[src/rtl/pg_fault_ctrl.sv]
// Mesh fault/power-gate controller: drains the network, gates one node, and ungates it on a matching request.
// All outputs are registered; requests are taken only in IDLE and GATED.
module pg_fault_ctrl #(
  parameter int MESH_W        = 4,
  parameter int MESH_H        = 4,
  parameter int SETTLE_CYCLES = 4,
  parameter int WAKE_CYCLES   = 8,
  parameter int DRAIN_TIMEOUT = 64
) (
  input  logic       clk,
  input  logic       rst,
  input  logic       req_valid,
  output logic       req_ready,
  input  logic       req_gate,
  input  logic [5:0] req_node,
  input  logic       net_idle,
  output logic       pg_en,
  output logic [5:0] pg_node,
  output logic       busy,
  output logic       done,
  output logic       err
);

  typedef enum logic [2:0] {IDLE, DRAIN, SETTLE, GATED, WAKE} state_t;

  localparam logic [3:0] MESH_W_L   = 4'(MESH_W);
  localparam logic [3:0] MESH_H_L   = 4'(MESH_H);
  localparam logic [7:0] SETTLE_N   = 8'(SETTLE_CYCLES);
  localparam logic [7:0] WAKE_N     = 8'(WAKE_CYCLES);
  localparam logic [7:0] TIMEOUT_LM = 8'(DRAIN_TIMEOUT - 1);

  state_t     state_q, state_d;
  logic [7:0] cnt_q, cnt_d;
  logic [5:0] node_q, node_d;
  logic       pg_en_d, done_d, err_d, ready_d, busy_d;
  logic [5:0] pg_node_d;
  logic       xfer, in_range;

  assign xfer     = req_valid && req_ready;
  assign in_range = ({1'b0, req_node[2:0]} < MESH_W_L) && ({1'b0, req_node[5:3]} < MESH_H_L);

  always_comb begin
    state_d   = state_q;
    cnt_d     = cnt_q;
    node_d    = node_q;
    pg_en_d   = pg_en;
    pg_node_d = pg_node;
    done_d    = 1'b0;
    err_d     = 1'b0;
    case (state_q)
      IDLE: begin
        if (xfer) begin
          if (req_gate && in_range) begin
            node_d  = req_node;
            cnt_d   = 8'd0;
            state_d = DRAIN;
          end else begin
            err_d = 1'b1;
          end
        end
      end
      DRAIN: begin
        if (net_idle) begin
          pg_en_d   = 1'b1;
          pg_node_d = node_q;
          cnt_d     = SETTLE_N;
          state_d   = SETTLE;
        end else if (cnt_q == TIMEOUT_LM) begin
          err_d   = 1'b1;
          cnt_d   = 8'd0;
          node_d  = 6'd0;
          state_d = IDLE;
        end else begin
          cnt_d = cnt_q + 8'd1;
        end
      end
      // Counter loaded with N terminates on the edge where it holds 1, i.e. N cycles after load.
      SETTLE: begin
        if (cnt_q <= 8'd1) begin
          done_d  = 1'b1;
          cnt_d   = 8'd0;
          state_d = GATED;
        end else begin
          cnt_d = cnt_q - 8'd1;
        end
      end
      GATED: begin
        if (xfer) begin
          if (!req_gate && (req_node == pg_node)) begin
            pg_en_d   = 1'b0;
            pg_node_d = 6'd0;
            node_d    = 6'd0;
            cnt_d     = WAKE_N;
            state_d   = WAKE;
          end else begin
            err_d = 1'b1;
          end
        end
      end
      WAKE: begin
        if (cnt_q <= 8'd1) begin
          done_d  = 1'b1;
          cnt_d   = 8'd0;
          state_d = IDLE;
        end else begin
          cnt_d = cnt_q - 8'd1;
        end
      end
      default: begin
        state_d   = IDLE;
        cnt_d     = 8'd0;
        node_d    = 6'd0;
        pg_en_d   = 1'b0;
        pg_node_d = 6'd0;
      end
    endcase
    ready_d = (state_d == IDLE) || (state_d == GATED);
    busy_d  = (state_d == DRAIN) || (state_d == SETTLE) || (state_d == WAKE);
  end

  always_ff @(posedge clk or posedge rst) begin
    if (rst) begin
      state_q   <= IDLE;
      cnt_q     <= 8'd0;
      node_q    <= 6'd0;
      pg_en     <= 1'b0;
      pg_node   <= 6'd0;
      done      <= 1'b0;
      err       <= 1'b0;
      req_ready <= 1'b1;
      busy      <= 1'b0;
    end else begin
      state_q   <= state_d;
      cnt_q     <= cnt_d;
      node_q    <= node_d;
      pg_en     <= pg_en_d;
      pg_node   <= pg_node_d;
      done      <= done_d;
      err       <= err_d;
      req_ready <= ready_d;
      busy      <= busy_d;
    end
  end

endmodule

[config.mk]
export PLATFORM = sky130hd
export DESIGN_NAME = pg_fault_ctrl
export DESIGN_NICKNAME = d
export VERILOG_FILES = /design/src/rtl/pg_fault_ctrl.sv
export SDC_FILE = /design/constraint.sdc
export NUM_CORES = 1
export LEC_CHECK = 0
export BUFFER_PORTS_ARGS = -buffer_cell sky130_fd_sc_hd__buf_4
export CAP_MARGIN = 20
export CORE_UTILIZATION = 62
export CTS_CLUSTER_SIZE = 20
export DETAILED_ROUTE_END_ITERATION = 7
export PLACE_DENSITY = 0.85
export SETUP_SLACK_MARGIN = 0.15
export SKIP_CTS_REPAIR_TIMING = 1
export SLEW_MARGIN = 10
export SYNTH_ARGS = -nofsm -noshare
export SYNTH_HDL_FRONTEND = slang
export SYNTH_SLANG_ARGS = --single-unit
[constraint.sdc]
create_clock -name clk -period 4.85 [get_ports clk]
set_clock_uncertainty 0.2 [all_clocks]
set_input_delay 0.2425 -clock clk [delete_from_list [all_inputs] [get_ports clk]]
set_output_delay 0.2425 -clock clk [all_outputs]
set_load 0.005 [all_outputs]
### Yosys cells after proc, flatten, opt, wreduce, memory -nomap -nowiden

Cells that the tools add are included.

| word-level totals | value |
|---|---|
| bits in registers | 28 |
| bits in latches | 0 |
| RAM bits | 0 |
| ROM bits | 0 |
| bits of input ports | 11 |
| output and inout bits | 11 |
| logic and storage cells | 87 |
| memories kept | 0 |

| operators by class | value |
|---|---|
| add/sub/neg operators | 2 |
| multiply operators | 0 |
| divide/modulo/power cells | 0 |
| order comparisons | 3 |
| equality and inequality tests | 17 |
| shift-type cells | 0 |
| muxes and demuxes | 39 |
| bitwise logic cells | 2 |
| reductions and logical operators | 15 |

Operator list:

| kind | number |
|---|---|
| $mux 8 | 7 |
| $mux 6 | 7 |
| $pmux 8 s4 | 1 |
| $mux 3 | 8 |
| $pmux 6 s4 | 1 |
| $pmux 6 s3 | 1 |
| $pmux 3 s5 | 1 |
| $ne 2x2->1 const B | 7 |
| $eq 3x2->1 const B | 4 |
| $mux 1 | 11 |
| $add 8x1->8 const B | 1 |
| $eq 8x6->1 const B | 1 |
| $le 8x1->1 const B | 1 |
| $reduce_and 4->1 | 2 |
| $sub 8x1->8 const B | 1 |
| $reduce_and 7->1 | 1 |
| $eq 3x1->1 const B | 2 |
| $eq 3x3->1 const B | 2 |
| $eq 6x6->1 | 1 |
| $logic_not 3->1 | 2 |
| $lt 3x3->1 const B | 2 |
| $pmux 1 s3 | 2 |
| $logic_and 1x1->1 | 4 |
| $logic_or 1x1->1 | 3 |
| other kinds (4) | 5 |

### Logic depth before layout (Yosys ltp)

| logic depth | value |
|---|---|
| depth in word-level cells | 9 |
| gate-level depth with buffers | 7 |
| depth with buffers taken out | 7 |

### Least setup slack after synthesis

OpenSTA, ideal clock, no wires.

| timing path | value |
|---|---|
| path type | reg-to-reg |
| start | register cnt_q[0] |
| end | register busy |
| library setup time | 0.120 ns |
| data arrival time | 1.823 ns |
| required time | 4.530 ns |
| path slack | 2.708 ns |
| cell stages (with the launch flop) | 8 |
| path buffers | 0 |
| period minus slack after synthesis | 2.142 ns |
| cells stage by stage | dfrtp_1 inv_1 ha_1 or2_2 nand4_1 o211ai_1 or3_1 and3_1 |

| on the way | value |
|---|---|
| longest elaborated chain between the ends | 7 |
| elaborated cells on any way between the ends | 12 |
| classes of those cells | order compare: 1; eq/ne: 4; mux: 5; reduce/logical: 2 |

Ends and longest elaborated chain:

| element | line | source |
|---|---|---|
| start, declared | 33 | `logic [7:0] cnt_q, cnt_d;` |
| start signal, assigned | 134 | `cnt_q <= cnt_d;` |
| branches (longest 3 deep; another with $le 8x1->1) | n/a |  |
| $pmux 3 s5 (*) | 50 | `case (state_q)` |
| $eq 3x1->1 / $eq 3x2->1 (equally long branches) | 118 | `busy_d = (state_d == DRAIN) \|\| (state_d == SETTLE) \|\| (state_d == WAKE);` |
| $logic_or 1x1->1 | 118 |  |
| $logic_or 1x1->1 (*) | 118 |  |
| via busy_d | 35 | `logic pg_en_d, done_d, err_d, ready_d, busy_d;` |
| end signal, assigned | 141 | `busy <= busy_d;` |
| end, declared | 19 | `output logic busy,` |

Mark *: on every way through the listed nets, which the timed path passes.
A chain may end at the register's enable or synchronous reset.

### Final worst setup path

| timing path | value |
|---|---|
| start | input port req_node[1] |
| end | register pg_node[4] |

| on the way | value |
|---|---|
| longest elaborated chain between the ends | 4 |

Ends and longest elaborated chain:

| element | line | source |
|---|---|---|
| start, declared | 15 | `input logic [5:0] req_node,` |
| $eq 6x6->1 | 89 | `if (!req_gate && (req_node == pg_node)) begin` |
| $logic_and 1x1->1 | 89 |  |
| $ne 2x2->1 (no line) | n/a |  |
| $reduce_and 4->1 (no line) | n/a |  |
| end signal, assigned | 137 | `pg_node <= pg_node_d;` |
| end, declared | 18 | `output logic [5:0] pg_node,` |

Every way passes these cells.

==> flow_summary.ini <==
[synth]
yosysMostFrequentCell = dfrtp_1
synth_top_area_share_pct = 38.4
netlist_instances = 193
syn-num-nets = 207
synth_top_cells_by_count = dfrtp_1 (27), nand2_1 (26), inv_1 (19), o21ai_0 (15), nor2_1 (9)
yosys_warnings = 0
syn_area_per_cell_um2 = 9.12
ys.flop_type = dfrtp_1
async_flop_share_pct = 100
ys_seq_elements = 28
synth_area_leaders = dfrtp_1 (38%), nand2_1 (5.5%), o21ai_0 (4.3%), inv_1 (4.1%), xor2_1 (2.5%)
synth_edf_count = 0
synth_top_area_cell = dfrtp_1
yosysUniqueCellTypes = 59
synth_area_um2 = 1760
yosysSeqAreaShare_pct = 39.9

[clock_tree]
numCtsBuffers = 3
htreeDepth = 1
clockRootBuffer = clkbuf_4
clock_path_buffers = 2
clkSinkCount = 28
cts_tree = built
clk_latency_ps = 360
path_clk_slew_ps = 170

[grt]
grt_use_total_pct = 29.9
grt.overflow.total = 0
grt_max_degree = 29
grt_pass1_vias = 1471
grt_pass1_wl_um = 7200
antenna_found_initial = 0

[pwr]
p_per_area_nw_per_um2 = 586
total_power_mw = 1.20
ir_worst_vdd_uv = 467
power.static_leakage_nw = 0.898

[route]
first_pass_iters = 4
wl_met1_um = 1850
ant_nets = 0
viasPerCell = 6.41
met2_wirelength_um = 2000
drt-total-wl_um = 4290
wl_per_cell_um = 17.2
route.met3.wl_um = 371
drt_iter0_markers = 112
drc_errors = 0
top_layer = met4
vias = 1595

[timing]
hold_viol_final = 0
drv_slew = 0
fin_ws_ps = 2440
slew_headroom_pct = 41.7
fin_tns_setup_ps = 0
worst_slew_pin_slew_ps = 868
grt_setup_unrepaired = false
min_period_ps = 2410
setup_violations = 0
max_freq_mhz = 415
fin_crit_sh_pct = 49.7

[floorplanning]
rows = 18
die_h_um = 55.3
core_um2 = 2590
dieArea_um2 = 3060
dieWidth_um = 55.3
ioPinCount = 22
initial_core_util_pct = 68.0

[cells_and_area]
syn_to_final_growth_pct = 16.1
fin_util_pct = 78.9
nets = 234
num_antenna_cells = 0
layout-drive-gt1-share_pct = 19.6
finalInstanceArea_um2 = 2040

[critical_path]
cpPeakStageDelay_ps = 600
cp-start-kind = primary input
critPathKind = primary input to flip-flop
cp_num_buf_inv = 2
cpLargestDelayFamily = compound AO/OA/AOI/OAI gates
required_ps = 4890
crit_fanout = 7
reg2reg_slack_ps = 2450
crit_chain = dlygate4sd3_1, buf_4, a222oi_1, nand4_1, a221oi_2, o21ai_0
cp.arrival_ps = 2450
end_kind = flip-flop
cp_slowest_cell = a221oi_2

[place]
place_ws_ps = 2510
port_buffers = 21
routabilityCongestion = 0.886
dpl-instance-area_um2 = 1930
post-dp-hpwl_um = 3030

[min_path]
hp-class = primary input to flip-flop

[run_status]
status = completed

[flow_run]
drv_cap = 0
-- layer usage --
layer  GRT usage [%]  up-vias
met3            3.75        7
met4            11.4        0
met1            44.5      776
li1                -      739
met2            44.4       73
met5               0        -
-- worst min-delay path: stages --
cell and delay [ps]:
buf_4 130, o21ai_0 90, o211ai_1 100
-- state kept, by name (all words and copies together), names as in the netlist --
name	cells
busy	1
err	1
req_ready	1
state_q	3
node_q	6
pg_node	6
pg_en	1
cnt_q	8
done	1
-- layout make-up --
cell class	instances	area (um2)
multi-input combinational	141	958
timing repair buffer	27	223
fill	178	546
sequential	28	702
tap	30	37.5
inverter	19	71.3
clock inverter	1	30.0
clock buffer	3	22.5
-- stage by stage --
step	hold slack [ps]	std cells
after floorplan	107	193
after global placement	256	239
after detailed placement	267	239
after CTS	-57.6	243
after global routing	45.4	249
final	50.9	249
-- kinds of logic (layout without fill, tap and decap cells) --
logic type      Yosys count  in the layout  share of synthesized area [%]
simple gates             79             79                           26.5
mux                       5              5                           2.91
fa+ha+maj                 3              3                           2.13
buf+inv                  24             50                           5.69
flops                    28             28                           39.9
xor+xnor                  7              7                           3.48
compound gates           47             47                           19.4
-- cells in the final DEF (no fill, tap or decap), drive strengths merged, types with 5 or more instances in the layout --
master / count
nand2: 27
nor3: 8
nand3: 7
o21ai: 15
dfrtp: 27
nor2: 10
inv: 18
xor2: 5
a21oi: 8
dlygate4sd3: 5
buf: 22
-- final timing paths --
check                            start          to  cells after the start
max                        req_node[1]  pg_node[4]                      6
min                           net_idle    cnt_q[2]                      3
max reg2reg                   cnt_q[0]        busy                      7
min reg2reg                  node_q[5]  pg_node[5]                      2
max in group asynchronous          rst   req_ready                      4
min in group asynchronous          rst   node_q[2]                      3
-- report_power, final --
part	internal [mW]	switching [mW]	total (mW)
clock network	0.0838	0.0794	0.163
registers	0.316	0.113	0.429
logic	0.259	0.346	0.606
Note: power is estimated with default switching activity, not from simulation.
